===== src/rtl/uart_tx_arbiter_if.sv =====
// Requester-side and uart_tx-side signals of the round-robin UART transmit arbiter.
// master: the arbiter itself; slave: the surrounding requesters plus the uart_tx instance.
interface uart_tx_arbiter_if #(
    parameter int p_NUM_REQ  = 4,
    parameter int p_WORD_LEN = 8
);
    localparam int p_IDX_W = $clog2(p_NUM_REQ);
    localparam int p_W     = p_WORD_LEN + 1;

    logic [p_NUM_REQ-1:0]       i_req;
    logic [p_NUM_REQ*p_W-1:0]   i_data;
    logic [p_NUM_REQ-1:0]       o_grant;
    logic [p_NUM_REQ-1:0]       o_cmpl;
    logic [p_NUM_REQ-1:0]       o_err;
    logic                       o_busy;
    logic [p_IDX_W-1:0]         o_owner;
    logic                       o_tx_send;
    logic [p_W-1:0]             o_tx_data;
    logic                       i_tx_active;
    logic                       i_tx_done;

    modport master (
        input  i_req, i_data, i_tx_active, i_tx_done,
        output o_grant, o_cmpl, o_err, o_busy, o_owner, o_tx_send, o_tx_data
    );

    modport slave (
        output i_req, i_data, i_tx_active, i_tx_done,
        input  o_grant, o_cmpl, o_err, o_busy, o_owner, o_tx_send, o_tx_data
    );
endinterface


===== src/rtl/uart_tx_arbiter.sv =====
// Round-robin sharing of one uart_tx among p_NUM_REQ requesters: capture the winner's word,
// drive the level send handshake, and report grant / completion / timeout pulses per requester.
module uart_tx_arbiter #(
    parameter int p_NUM_REQ  = 4,
    parameter int p_WORD_LEN = 8,
    parameter int p_TIMEOUT  = 16
) (
    input  logic              i_clk,
    input  logic              i_rst_n,
    uart_tx_arbiter_if.master bus
);
    localparam int p_IDX_W = $clog2(p_NUM_REQ);
    localparam int p_W     = p_WORD_LEN + 1;
    localparam int p_CNT_W = $clog2(p_TIMEOUT + 1);

    typedef enum logic [1:0] {
        S_IDLE,
        S_ISSUE,
        S_WAIT_DONE,
        S_DRAIN
    } state_e;

    state_e               state_q, state_d;
    logic [p_IDX_W-1:0]   last_q, last_d;
    logic [p_IDX_W-1:0]   owner_q, owner_d;
    logic [p_W-1:0]       data_q, data_d;
    logic [p_CNT_W-1:0]   cnt_q, cnt_d;
    logic [p_NUM_REQ-1:0] grant_q, grant_d;
    logic [p_NUM_REQ-1:0] cmpl_q, cmpl_d;
    logic [p_NUM_REQ-1:0] err_q, err_d;

    logic [2*p_NUM_REQ-1:0] req_rot;
    logic                   win_vld;
    logic [p_IDX_W-1:0]     win_idx;
    logic                   tx_idle;

    function automatic logic [p_NUM_REQ-1:0] onehot(input logic [p_IDX_W-1:0] idx);
        onehot      = '0;
        onehot[idx] = 1'b1;
    endfunction

    assign tx_idle = !bus.i_tx_active && !bus.i_tx_done;

    // Rotate the request vector so bit 0 is the requester just after the last owner.
    always_comb begin
        req_rot = {bus.i_req, bus.i_req} >> (int'(last_q) + 1);
        win_vld = 1'b0;
        win_idx = '0;
        for (int i = 0; i < p_NUM_REQ; i++) begin
            if (!win_vld && req_rot[i]) begin
                win_vld = 1'b1;
                win_idx = p_IDX_W'((int'(last_q) + 1 + i) % p_NUM_REQ);
            end
        end
    end

    always_comb begin
        state_d = state_q;
        last_d  = last_q;
        owner_d = owner_q;
        data_d  = data_q;
        cnt_d   = cnt_q;
        grant_d = '0;
        cmpl_d  = '0;
        err_d   = '0;
        case (state_q)
            S_IDLE: begin
                // A uart_tx still finishing a frame from before reset keeps us here.
                if (win_vld && tx_idle) begin
                    data_d  = bus.i_data[int'(win_idx)*p_W +: p_W];
                    last_d  = win_idx;
                    owner_d = win_idx;
                    grant_d = onehot(win_idx);
                    cnt_d   = '0;
                    state_d = S_ISSUE;
                end
            end
            S_ISSUE: begin
                if (bus.i_tx_active) begin
                    state_d = S_WAIT_DONE;
                end else if (cnt_q == p_CNT_W'(p_TIMEOUT - 1)) begin
                    err_d   = onehot(owner_q);
                    state_d = S_IDLE;
                end else begin
                    cnt_d = cnt_q + p_CNT_W'(1);
                end
            end
            S_WAIT_DONE: begin
                if (bus.i_tx_done) begin
                    cmpl_d  = onehot(owner_q);
                    state_d = S_DRAIN;
                end
            end
            S_DRAIN: begin
                // o_done lasts two cycles; wait it out so a frame yields a single o_cmpl.
                if (tx_idle) state_d = S_IDLE;
            end
            default: state_d = S_IDLE;
        endcase
    end

    always_ff @(posedge i_clk or negedge i_rst_n) begin
        if (!i_rst_n) begin
            state_q <= S_IDLE;
            last_q  <= p_IDX_W'(p_NUM_REQ - 1);
            owner_q <= '0;
            data_q  <= '0;
            cnt_q   <= '0;
            grant_q <= '0;
            cmpl_q  <= '0;
            err_q   <= '0;
        end else begin
            state_q <= state_d;
            last_q  <= last_d;
            owner_q <= owner_d;
            data_q  <= data_d;
            cnt_q   <= cnt_d;
            grant_q <= grant_d;
            cmpl_q  <= cmpl_d;
            err_q   <= err_d;
        end
    end

    assign bus.o_grant   = grant_q;
    assign bus.o_cmpl    = cmpl_q;
    assign bus.o_err     = err_q;
    assign bus.o_owner   = owner_q;
    assign bus.o_tx_data = data_q;
    assign bus.o_busy    = (state_q != S_IDLE);
    assign bus.o_tx_send = (state_q == S_ISSUE);
endmodule

===== src/flat_wrapper.sv =====
// flat-port wrapper written by rule: the top's interface ports become plain ports
module uart_tx_arbiter_flat 
#(
    parameter int p_NUM_REQ  = 4,
    parameter int p_WORD_LEN = 8,
    parameter int p_TIMEOUT  = 16
)
  (i_clk, i_rst_n, bus_i_req, bus_i_data, bus_i_tx_active, bus_i_tx_done, bus_o_grant, bus_o_cmpl, bus_o_err, bus_o_busy, bus_o_owner, bus_o_tx_send, bus_o_tx_data);
  uart_tx_arbiter_if #(.p_NUM_REQ(p_NUM_REQ), .p_WORD_LEN(p_WORD_LEN)) bus_i ();
  input  logic i_clk;
  input  logic i_rst_n;
  input wire logic [$bits(bus_i.i_req)-1:0] bus_i_req;
  input wire logic [$bits(bus_i.i_data)-1:0] bus_i_data;
  input wire logic [$bits(bus_i.i_tx_active)-1:0] bus_i_tx_active;
  input wire logic [$bits(bus_i.i_tx_done)-1:0] bus_i_tx_done;
  output wire logic [$bits(bus_i.o_grant)-1:0] bus_o_grant;
  output wire logic [$bits(bus_i.o_cmpl)-1:0] bus_o_cmpl;
  output wire logic [$bits(bus_i.o_err)-1:0] bus_o_err;
  output wire logic [$bits(bus_i.o_busy)-1:0] bus_o_busy;
  output wire logic [$bits(bus_i.o_owner)-1:0] bus_o_owner;
  output wire logic [$bits(bus_i.o_tx_send)-1:0] bus_o_tx_send;
  output wire logic [$bits(bus_i.o_tx_data)-1:0] bus_o_tx_data;
  assign bus_i.i_req = bus_i_req;
  assign bus_i.i_data = bus_i_data;
  assign bus_i.i_tx_active = bus_i_tx_active;
  assign bus_i.i_tx_done = bus_i_tx_done;
  assign bus_o_grant = bus_i.o_grant;
  assign bus_o_cmpl = bus_i.o_cmpl;
  assign bus_o_err = bus_i.o_err;
  assign bus_o_busy = bus_i.o_busy;
  assign bus_o_owner = bus_i.o_owner;
  assign bus_o_tx_send = bus_i.o_tx_send;
  assign bus_o_tx_data = bus_i.o_tx_data;
  uart_tx_arbiter #(.p_NUM_REQ(p_NUM_REQ), .p_WORD_LEN(p_WORD_LEN), .p_TIMEOUT(p_TIMEOUT)) u_core (.i_clk(i_clk), .i_rst_n(i_rst_n), .bus(bus_i));
endmodule

===== config.mk =====
export PLATFORM = sky130hd
export DESIGN_NAME = uart_tx_arbiter_flat
export DESIGN_NICKNAME = d
export VERILOG_FILES = /design/src/rtl/uart_tx_arbiter_if.sv /design/src/rtl/uart_tx_arbiter.sv /design/src/flat_wrapper.sv
export SDC_FILE = /design/constraint.sdc
export NUM_CORES = 1
export LEC_CHECK = 0
export ABC_AREA = 1
export CAP_MARGIN = 20
export CORE_MARGIN = 4
export CORE_UTILIZATION = 49
export CTS_CLUSTER_SIZE = 14
export DETAILED_ROUTE_END_ITERATION = 8
export PLACE_DENSITY = 0.85
export SLEW_MARGIN = 30
export SYNTH_ARGS = -nofsm -noshare
export SYNTH_HDL_FRONTEND = slang
export SYNTH_SLANG_ARGS = --single-unit

===== constraint.sdc =====
create_clock -name i_clk -period 3.39 [get_ports i_clk]
set_input_delay 0.678 -clock i_clk [delete_from_list [all_inputs] [get_ports i_clk]]
set_output_delay 0.678 -clock i_clk [all_outputs]
set_load 0.02 [all_outputs]

# After elaboration in Yosys (flattened, before gate mapping)
# Cells that the tools add are included.
# word_totals
regBits,32
in_bits,44
# classes
muxes,29
add_sub_neg,5
shift,2
n_eq_ne,10
magnitude_cmp,4
mul,1
reduce_logical,18
# ops
cell,count
variable part select 36 x 32 -> 9 bit,1
two-way mux 4 bit,7
two-way mux 2 bit,9
two-way mux 5 bit,3
case mux 5 bit (2 select lines),1
case mux 2 bit (4 select lines),1
AND reduction 4 bit,2
>> shifter 8 x 3 -> 4 bit,1
logical AND 1 bit,7
"< comparator 2 x 3 -> 1 bit, second input constant",2
"multiplier 2 x 4 -> 6 bit, second input constant",1
two-way mux 1 bit,6
"inequality test 2 bit, second input constant",3
"adder 5 x 1 -> 5 bit, second input constant",1
"== test 5 x 4 -> 1 bit, second input constant",1
logical NOT 1 bit,5
"adder 2 bit, second input constant",2
demux 1 bit (select 2 bit),2
"== test 2 bit, second input constant",2
"greater-or-equal comparator 2 x 1 -> 1 bit, second input constant",2
"inequality test 2 x 1 -> 1 bit, second input constant",2
nonzero test 2 bit,2
"adder 2 x 1 -> 3 bit, second input constant",1
"inequality test 3 x 2 -> 1 bit, second input constant",1
other kinds (4),4

# Depth between registers and ports, before layout
# Gate-level depths: netlist (run 1).
# logic_depth
word_depth,18
mapped_depth,16
depth_no_buf,14

# Worst setup path after synthesis (run 1)
# No wires, ideal clock.
# synth_path
path_kind,input to register
startpoint,input port bus_i_req[2]
endpoint,"register u_core.data_q[1], in the netlist u_core.bus.o_tx_data[1]"
n_path_buf,1
setup_time_ns,0.117
t_required_ns,3.273
slack_ns,1.579
cell_stages,13
arrival_time_ns,1.694
cell_sequence,nand2_1 nand3_1 nand2_1 inv_2 nor2_4 nand3_4 nand2_4 buf_6 nand2_1 nand3_1 nand2_1 nand2_1 nand2_1
# synth_via
elab_chain_cells,13
# synth_rtl
element,line_no,rtl
"start, declared",flat_wrapper.sv:12,input wire logic [$bits(bus_i.i_req)-1:0] bus_i_req;
>> shifter 8 x 3 -> 4 bit *,uart_tx_arbiter.sv:46,"req_rot = {bus.i_req, bus.i_req} >> (int'(last_q) + 1);"
two-way mux 1 bit,uart_tx_arbiter.sv:50,if (!win_vld && req_rot[i]) begin
logical NOT 1 bit,uart_tx_arbiter.sv:50,
logical AND 1 bit,uart_tx_arbiter.sv:50,
two-way mux 1 bit,uart_tx_arbiter.sv:50,
logical NOT 1 bit,uart_tx_arbiter.sv:50,
logical AND 1 bit,uart_tx_arbiter.sv:50,
two-way mux 1 bit,uart_tx_arbiter.sv:50,
logical NOT 1 bit,uart_tx_arbiter.sv:50,
logical AND 1 bit,uart_tx_arbiter.sv:50,
two-way mux 2 bit / two-way mux 1 bit (equally long branches),uart_tx_arbiter.sv:50,
multiplier 2 x 4 -> 6 bit / logical AND 1 bit (equally long branches),"uart_tx_arbiter.sv:70, uart_tx_arbiter.sv:69",
variable part select 36 x 32 -> 9 bit / AND reduction 2 bit (equally long branches),--,
"end signal, assigned",uart_tx_arbiter.sv:116,data_q <= data_d;
"end, declared",uart_tx_arbiter.sv:26,"logic [p_W-1:0] data_q, data_d;"
# Mark *: on every way between the ends. The rest lies on a longest branch, timed or not.
# A chain may end at the register's enable or synchronous reset.

# Worst setup path in the final report (run 1)
# layout_path
startpoint,input port bus_i_req[1]
endpoint,"register u_core.data_q[8], in the netlist u_core.bus.o_tx_data[8]"
# The elaborated chain is that of the path after synthesis.

==> results of run 1 <==
placed cells by master, fill, tap and decap left out:
master	n
nand4_1	3
xor2_1	1
nand3_4	2
clkbuf_8	7
clkdlybuf4s50_1	68
nor2_2	1
clkbuf_1	1
nand2_1	86
a211oi_1	1
or2_4	1
o21ai_1	3
nor3_2	1
nand2_4	3
o21ai_2	1
nand3_2	3
a21oi_1	1
inv_2	3
nor2_4	2
nand3_1	46
dfrtp_1	30
nor2_1	20
nor3_1	2
ha_1	2
inv_1	54
nand2_2	5
o22ai_1	1
dfstp_2	2
o21ai_0	5
xnor2_1	2
inv_4	1
buf_4	1
tightest hold or removal path: cells and delay by family (launching register included):
family,cells,cell delay (ns)
and+or+nand+nor,2,0.11
DFF,1,0.35
sequential cells by signal (all words and copies together) (netlist names), named ones only:
| register | count |
|---|---|
| u_core.bus.o_cmpl | 4 |
| u_core.last_q | 2 |
| u_core.cnt_q | 5 |
| u_core.bus.o_tx_data | 9 |
| u_core.bus.o_owner | 2 |
| u_core.state_q | 1 |
| u_core.bus.o_err | 4 |
| u_core.bus.o_grant | 4 |
layer usage:
metal | global-route usage | vias up
li1 | - | 1024
met1 | 0.243 | 939
met2 | 0.342 | 73
met3 | 0.0537 | 17
met4 | 0.109 | 0
met5 | 0 | -
area by class of cell:
type,instances,area share
timing repair buffer,69,0.243
inverter,58,0.0779
multi-input combinational,192,0.337
clock buffer,8,0.0354
tap,50,0.0221
sequential,32,0.284
cell usage after synthesis:
| master | count | share of area |
|---|---|---|
| nand2_2 | 5 | 0.015 |
| or2_4 | 1 | 0.0043 |
| dfrtp_1 | 30 | 0.37 |
| nand2_4 | 3 | 0.016 |
| buf_2 | 3 | 0.0073 |
| nor2_2 | 1 | 0.0031 |
| nor2_4 | 2 | 0.011 |
| nor3_1 | 2 | 0.0049 |
| ha_1 | 2 | 0.012 |
| o21ai_0 | 5 | 0.012 |
| a211oi_1 | 1 | 0.0037 |
| o21ai_1 | 3 | 0.0073 |
| inv_2 | 3 | 0.0055 |
| nor2_1 | 20 | 0.037 |
| inv_1 | 54 | 0.099 |
| buf_6 | 4 | 0.022 |
| buf_4 | 2 | 0.0073 |
| nor3_2 | 1 | 0.0049 |
| a21oi_1 | 1 | 0.0024 |
| dfstp_2 | 2 | 0.026 |
| o22ai_1 | 1 | 0.0031 |
| nand3_2 | 3 | 0.015 |
| o21ai_2 | 1 | 0.0043 |
| xnor2_1 | 2 | 0.0085 |
| nand2_1 | 86 | 0.16 |
| nand3_4 | 2 | 0.017 |
| xor2_1 | 1 | 0.0043 |
| nand3_1 | 46 | 0.11 |
| nand4_1 | 3 | 0.0091 |
| inv_4 | 1 | 0.0031 |
path summary, 6_finish.rpt:
check / from / endpoint / depth (start not counted)
max: bus_i_req[1] / u_core.bus.o_tx_data[8] / 12
min: u_core.bus.o_tx_data[7] / u_core.bus.o_tx_data[7] / 2
max reg2reg: u_core.last_q[0] / u_core.bus.o_tx_data[3] / 11
min reg2reg: u_core.bus.o_tx_data[7] / u_core.bus.o_tx_data[7] / 2
max in group asynchronous: i_rst_n / u_core.last_q[1] / 2
min in group asynchronous: i_rst_n / asynchronous set/reset pin / 2
cell families (layout without fill, tap and decap cells):
logic type                 after synthesis  in the layout  share of synthesized area
buffers and inverters                   67            135                      0.144
and+or+nand+nor                        175            175                      0.407
adders and majority gates                2              2                     0.0122
AOI/OAI and AO/OA                       12             12                     0.0329
xor gates and xnor gates                 3              3                     0.0128
DFF                                     32             32                      0.391
stage by stage:
stage / hold WS, ns / util / total power (uW) / cells
6_report: 0.496 / 0.702 / 2460 / 409
5_1_grt: 0.524 / 0.702 / 2700 / 409
4_1_cts: 0.495 / 0.702 / 2470 / 409
3_5_place_dp: 0.479 / 0.677 / 2130 / 401
3_3_place_gp: 0.465 / 0.677 / 2080 / 401
2_1_floorplan: 0.382 / - / 1800 / 291
power by group through the flow:
| stage | combinational (uW) | sequential [uW] | clock (uW) |
|---|---|---|---|
| after floorplan | 1150 | 648 | 0 |
| after global placement | 1470 | 612 | 0 |
| after detailed placement | 1510 | 619 | 0 |
| after CTS | 1520 | 613 | 329 |
| after global routing | 1720 | 634 | 345 |
| final | 1520 | 617 | 322 |
==> impl_metrics.ini, run 1 <==
[route]
top_layer = met4
routed_wl_um = 4950
wl_per_cell_um = 12.1
via_per_inst = 5.02
num_vias = 2053
drtAntennaViolNets = 0
drt_first_pass_iters = 6
wl_met2_um = 2450
wl_met1_um = 1990
wl_met3_um = 330
drc = 0
drtIter0Drc = 106

[finish]
nets = 404
nFillCells = 354
drive_above_1_share = 0.0919
insertedDiodeCount = 0
register_area_um2 = 803
design_area_mm2 = 0.00283
multi_input_area_um2 = 953
syn_to_final_growth_pct = 37.8

[floorplanning]
die_area_mm2 = 0.00529
rows = 23
coreArea_mm2 = 0.00403
io_pins = 69
die_h_um = 72.7
start_util = 0.509
die_x_um = 72.7

[grt]
grt_overflow = 0
grt_usage = 0.206
first_global_vias = 1980
grt_pass1_wl_um = 8540
grt_max_degree = 33
antenna_found_initial = 0

[power]
worst_ir_drop_vdd_mv = 0.493
pwr-share-clk = 0.131
pwr-share-seq = 0.251
p_per_area_mw_per_mm2 = 871
p_leak_uw = 0.00147
p_sw_uw = 1210
switching_share = 0.491
combPwrFrac = 0.619
p_int_uw = 1250

[critical_path]
critPathBufInv = 1
crit_type = in2reg
worstPathCellList = clkdlybuf4s50_1 -> nand2_1 -> nand2_1 -> nand2_1 -> nand2_1 -> nand3_4 -> nand2_4 -> nand2_1 -> nand3_1 -> nand2_1 -> nand2_1 -> nand2_1
crit_arrival_ns = 2.54
critPathCaptureType = flip-flop
critPathSlowestCell = clkdlybuf4s50_1
crit_top_cell = nand2_1
critical_path_required_ns = 3.57
critPathMaxStageDelay_ns = 0.53
startpoint_type = input pin
path_delay_family = simple AND/OR/NAND/NOR gates
reg2reg_slack_ns = 1.17
cp_max_fo = 21

[logic_synthesis]
syn_area_per_cell_um2 = 7.05
syn_area_mm2 = 0.00205
ys_ff_latch = 32
yosysWarnings = 0
synth.distinct_cells = 30
yosysSeqAreaShare = 0.391
synth_nets = 337
synthCells = 291

[placed_design]
dp_hpwl_um = 3790
portBuffers = 68
place_area_mm2 = 0.00273
pre_cts_slack_ns = 0.739
globalplace.congestion = 0.828

[timing]
final-hold-violation-count = 0
final.setup.worst_slack_ns = 1.03
fin_tns_setup_ns = 0
setup_viol = 0
slew_viol_final = 0
finClkSkew_ns = 0.00762
max_freq_ghz = 0.423
tightest_slew_ns = 0.494
period_share = 0.697
period_needed_ns = 2.36
rsz0062_at_grt = no
relSlewSlack = 0.669

[cts]
clkSlewWorstSetupHoldPaths_ns = 0.07
cts.path.max_buffers = 2
cts.sinks = 32
htreeDepth = 2
post-cts-setup-buffers = 0
cts_repair_resize_count = 0
cts_made_buffers = 5
cts_tree = built
cts_hold_buf = 0
insertion_delay_ns = 0.29
cts-root-buf = clkbuf_8

[job]
maxCapViolations = 0

[worst_hold_path]
hp-class = reg2reg

[outcome]
status = finished clean
Note: power is estimated with default switching activity, not from simulation.
==> inputs of run 2 (changes only) <==
Settings changed: CORE_UTILIZATION 49 to 46, PLACE_DENSITY 0.85 to 0.81.
Clock period 3.39 ns to 2.2 ns, I/O delays scaled along.
==> run 2 against run 1 <==
Compared with the run above: via count fell by 2.1%; global-route usage decreased by 2.1 points; sequential share of layout area shrank 0.71 points; setup slack worse by 0.84 ns; clock power rose by 71%; first-iteration DRC count is 61% higher; flip-flop and latch count unchanged; die area up 5.8%; register-to-register slack got worse by 0.88 ns; utilization is 3.1 points lower; critical path depth fell by 9; critical path type is now reg2out.
==> impl_metrics.ini, run 2 (synthesis gave the netlist of run 1 again) <==
[placed_design]
globalplace.congestion = 0.863
portBuffers = 68
dp_hpwl_um = 3640
place_area_mm2 = 0.00277

[power]
p_per_area_mw_per_mm2 = 1390
p_leak_uw = 0.00151
worst_ir_drop_vdd_mv = 0.664

[worst_hold_path]
hold_depth = 2
hp-class = reg2reg
hp-start = u_core.bus.o_tx_data[7]
worstHoldEndpoint = u_core.bus.o_tx_data[7]

[finish]
insertedDiodeCount = 0
most-common-layout-cells = nand2_1 (86), clkdlybuf4s50_1 (68), inv_1 (54)
nFillCells = 370
syn_to_final_growth_pct = 41.3
largest_reg_flops = 9
nets = 409
design_area_mm2 = 0.00290
final_common_cell = nand2_1
drive_above_1_share = 0.110
final_core_util = 0.671

[floorplanning]
die_x_um = 74.8
rows = 24
die_area_mm2 = 0.00559
die_h_um = 74.8
coreArea_mm2 = 0.00432
io_pins = 69
start_util = 0.475

[grt]
grt_pass1_wl_um = 7980
grt_max_degree = 33
antenna_found_initial = 0
grt_overflow = 0
grt_usage = 0.185
first_global_vias = 1836

[route]
via_per_inst = 4.83
drtAntennaViolNets = 0
drc = 0
routed_wl_um = 4750
drtIter0Drc = 171
wl_per_cell_um = 11.4
drt_first_pass_iters = 4
num_vias = 2009

[outcome]
status = finished clean

[cts]
cts_made_buffers = 5
cts_hold_buf = 0
cts-root-buf = clkbuf_8
cts_tree = built
clkSlewWorstSetupHoldPaths_ns = 0.07
cts.sinks = 32
cts.path.max_buffers = 2
htreeDepth = 2
insertion_delay_ns = 0.29

[timing]
final-hold-violation-count = 0
relSlewSlack = 0.738
finClkSkew_ns = 0.00829
max_freq_ghz = 0.496
setup_viol = 0
holdWs_ns = 0.498
tightest_slew_ns = 0.392
slew_viol_final = 0
period_needed_ns = 2.01
period_share = 0.916
rsz0062_at_grt = no

[critical_path]
r2r-end = u_core.bus.o_tx_data[7]
critical_path_required_ns = 1.76
r2r-start = u_core.last_q[0]
critPathBufInv = 2
crit_arrival_ns = 1.57
critPathSlowestCell = clkdlybuf4s50_1
worst-r2r-cell-count = 13
crit_type = reg2out
worstPathCellList = inv_1 -> nor2_2 -> clkdlybuf4s50_1
startpoint_type = flip-flop
cp_max_fo = 5
reg2reg_slack_ns = 0.29
critPathCaptureType = primary output
path_delay_family = buffers and inverters
critPathMaxStageDelay_ns = 0.64

[job]
maxCapViolations = 0
## run 2: worst min-delay path, delay by kind of cell (launching register included)
family	cells	cell delay [ns]
DFF	1	0.36
and+or+nand+nor	2	0.12
## run 2: cell type report
cell class	instances	area, um2	share of cell area
Clock inverter	2	35.0	0.0121
Inverter	58	220	0.0759
Sequential cell	32	803	0.277
Clock buffer	6	72.6	0.0250
Timing Repair Buffer	74	738	0.255
Multi-Input combinational cell	192	966	0.333
Tap cell	52	65.1	0.0224
## run 2: metal layers
layer	wire (um)	global-route usage	part of all wire	vias up
met1	2080	0.236	0.44	894
li1	-	-	-	1033
met2	2180	0.308	0.46	76
met5	0	0	0	-
met3	404	0.0401	0.085	6
met4	85	0.0672	0.018	0
## run 2: timing repair
action / CTS / global route
endpoints found under the hold margin: 0 / 0
gates resized for setup: 0 / 3
setup endpoints to repair: 0 / 10
buffers inserted: 0 / 1
## run 2: how the worst max path moves through the flow
stage                 startpoint                 endpoint  depth (start not counted)
2_1_floorplan   u_core.last_q[0]  u_core.bus.o_tx_data[1]                         15
3_3_place_gp        bus_i_req[1]  u_core.bus.o_tx_data[7]                         11
3_5_place_dp        bus_i_req[2]  u_core.bus.o_tx_data[7]                         12
4_1_cts        u_core.state_q[0]            bus_o_tx_send                          3
5_1_grt        u_core.state_q[0]            bus_o_tx_send                          3
6_report       u_core.state_q[0]            bus_o_tx_send                          3
## run 2: stage by stage
step / total power (uW) / setup TNS, ns / setup WS [ns] / std cells
after floorplan: 2770 / 0 / 0.420 / 291
after global placement: 3390 / -0.00322 / -0.00322 / 407
after detailed placement: 3440 / -0.115 / -0.0317 / 407
after CTS: 4010 / 0 / 0.0958 / 415
after global routing: 4420 / 0 / 0.0793 / 416
final: 4040 / 0 / 0.185 / 416
## run 2: power breakdown
| part | leakage, uW | total, uW | internal, uW | switching, uW |
|---|---|---|---|---|
| clock | 0.0000552 | 551 | 336 | 215 |
| combinational | 0.00103 | 2560 | 1010 | 1540 |
| sequential | 0.000417 | 932 | 774 | 158 |
==> inputs of run 3 (changes only) <==
--- a/config.mk
+++ b/config.mk
@@ -9,10 +9,10 @@
 export CAP_MARGIN = 20
 export CORE_MARGIN = 4
-export CORE_UTILIZATION = 46
+export CORE_UTILIZATION = 35
 export CTS_CLUSTER_SIZE = 14
 export DETAILED_ROUTE_END_ITERATION = 8
-export PLACE_DENSITY = 0.81
 export SLEW_MARGIN = 30
 export SYNTH_ARGS = -nofsm -noshare
 export SYNTH_HDL_FRONTEND = slang
 export SYNTH_SLANG_ARGS = --single-unit
+export TNS_END_PERCENT = 50
==> constraint.sdc (replaced) <==
create_clock -name i_clk -period 2.2 [get_ports i_clk]
set_input_delay 0.33 -clock i_clk [delete_from_list [all_inputs] [get_ports i_clk]]
set_output_delay 0.33 -clock i_clk [all_outputs]
set_load 0.02 [all_outputs]
==> run 3 against run 2 <==
Compared with the run above: die area rose by 28%; register-to-register slack got worse by 0.05 ns; hold slack got worse by 0.038 ns; first-iteration DRC count fell by 58%; non-clock buffer count did not move; total power fell by 2.5%; global-route usage fell by 4.2 points.
==> impl_metrics.ini, run 3 (synthesis gave the netlist of run 1 again) <==
[outcome]
status = finished clean

[critical_path]
critPathCaptureType = flip-flop
crit_arrival_ns = 2.17
critPathBufInv = 3
critical_path_required_ns = 2.42
critPathMaxStageDelay_ns = 0.62
crit_type = reg2reg
critPathSlowestCell = dfstp_2
worstPathCellList = inv_4 -> nand2_2 -> nand3_1 -> nand2_1 -> inv_2 -> nor2_4 -> nand3_1 -> nand3_1 -> buf_4 -> nand3_1 -> nand2_1 -> nand2_1 -> nand2_1
cp_max_fo = 10
path_delay_family = simple AND/OR/NAND/NOR gates
startpoint_type = flip-flop

[floorplanning]
die_x_um = 84.6
start_util = 0.366
coreArea_mm2 = 0.00561
die_area_mm2 = 0.00715
die_h_um = 84.6
rows = 27
io_pins = 69

[finish]
largest_reg_flops = 9
syn_to_final_growth_pct = 41.3
nets = 409
final_core_util = 0.517
final_common_cell = nand2_1
drive_above_1_share = 0.102
insertedDiodeCount = 0
most-common-layout-cells = nand2_1 (86), clkdlybuf4s50_1 (68), inv_1 (54)

[route]
wl_per_cell_um = 11.3
drtAntennaViolNets = 0
via_per_inst = 4.57
drtIter0Drc = 71
drc = 0
routed_wl_um = 4920
num_vias = 1992
drt_first_pass_iters = 5

[placed_design]
portBuffers = 68
dp_hpwl_um = 3790
globalplace.congestion = 0.858

[timing]
slew_viol_final = 0
final-hold-violation-count = 0
fin_tns_setup_ns = 0
setup_viol = 0
rsz0062_at_grt = no
tightest_slew_ns = 0.396
max_freq_ghz = 0.510
holdWs_ns = 0.461
period_share = 0.890
period_needed_ns = 1.96
finClkSkew_ns = 0.00546
relSlewSlack = 0.736

[power]
worst_ir_drop_vdd_mv = 0.546
p_per_area_mw_per_mm2 = 1360
p_leak_uw = 0.00150

[grt]
grt_max_degree = 33
first_global_vias = 1882
grt_pass1_wl_um = 8520
grt_overflow = 0
grt_usage = 0.143
antenna_found_initial = 0

[worst_hold_path]
hp-class = in2async

[cts]
htreeDepth = 2
insertion_delay_ns = 0.28
cts.path.max_buffers = 2
cts-root-buf = clkbuf_8
cts_tree = built
cts.sinks = 32
cts_made_buffers = 5
clkSlewWorstSetupHoldPaths_ns = 0.06

[job]
maxCapViolations = 0
[run 3: cell count changes in the layout (fill, tap and decap cells not counted), sizes merged]
cell	change
clkbuf	+2
bufinv	-1
clkinv	-1
[run 3: path summary, 6_finish.rpt]
path | cells after the start | startpoint | endpoint | slack [ns]
worst min register to register | 2 | u_core.bus.o_tx_data[2] | u_core.bus.o_tx_data[2] | 0.48
min in group i_clk | 2 | u_core.bus.o_tx_data[2] | u_core.bus.o_tx_data[2] | 0.48
max in group asynchronous | 2 | i_rst_n | u_core.last_q[1] | 1.42
worst min-delay path | 2 | i_rst_n | u_core.bus.o_err[3] | 0.46
worst max register to register | 13 | u_core.last_q[0] | u_core.bus.o_tx_data[6] | 0.24
worst max-delay path | 13 | u_core.last_q[0] | u_core.bus.o_tx_data[6] | 0.24
[run 3: per-layer routing]
| metal | track usage | part of all wire | vias to the layer above |
|---|---|---|---|
| met1 | 0.195 | 0.47 | 878 |
| li1 | - | - | 1030 |
| met3 | 0.0432 | 0.079 | 4 |
| met4 | 0.0446 | 0.0077 | 0 |
| met5 | 0 | 0 | - |
| met2 | 0.216 | 0.44 | 80 |
[run 3: timing repair]
action	4_1_cts	5_1_grt
buffers inserted	0	1
endpoints found under the hold margin	0	0
gates resized for setup	0	1
hold buffers	0	0
setup endpoints to repair	0	9
[run 3: power by group]
| group | internal, uW | total, uW | switching [uW] |
|---|---|---|---|
| Clock | 255 | 454 | 200 |
| Sequential | 774 | 931 | 156 |
| Combinational | 1010 | 2550 | 1540 |
| Total | 2040 | 3940 | 1900 |
[run 3: final cells by class]
class	count	area [um2]
clock buffers	8	90.1
fillers	594	2710
inverters	58	220
multi-input cells	192	958
flip-flops and latches	32	803
well taps	72	90.1
repair buffers	74	738
[run 3: metrics by stage]
stage	setup WS, ns	cell area (um2)	total power [uW]	instances
2_1_floorplan	0.420	2050	2770	291
4_1_cts	0.113	2890	3930	435
5_1_grt	0.0433	2900	4320	436
3_3_place_gp	0.103	2800	3420	427
6_report	0.241	2900	3940	436
3_5_place_dp	0.0786	2800	3460	427
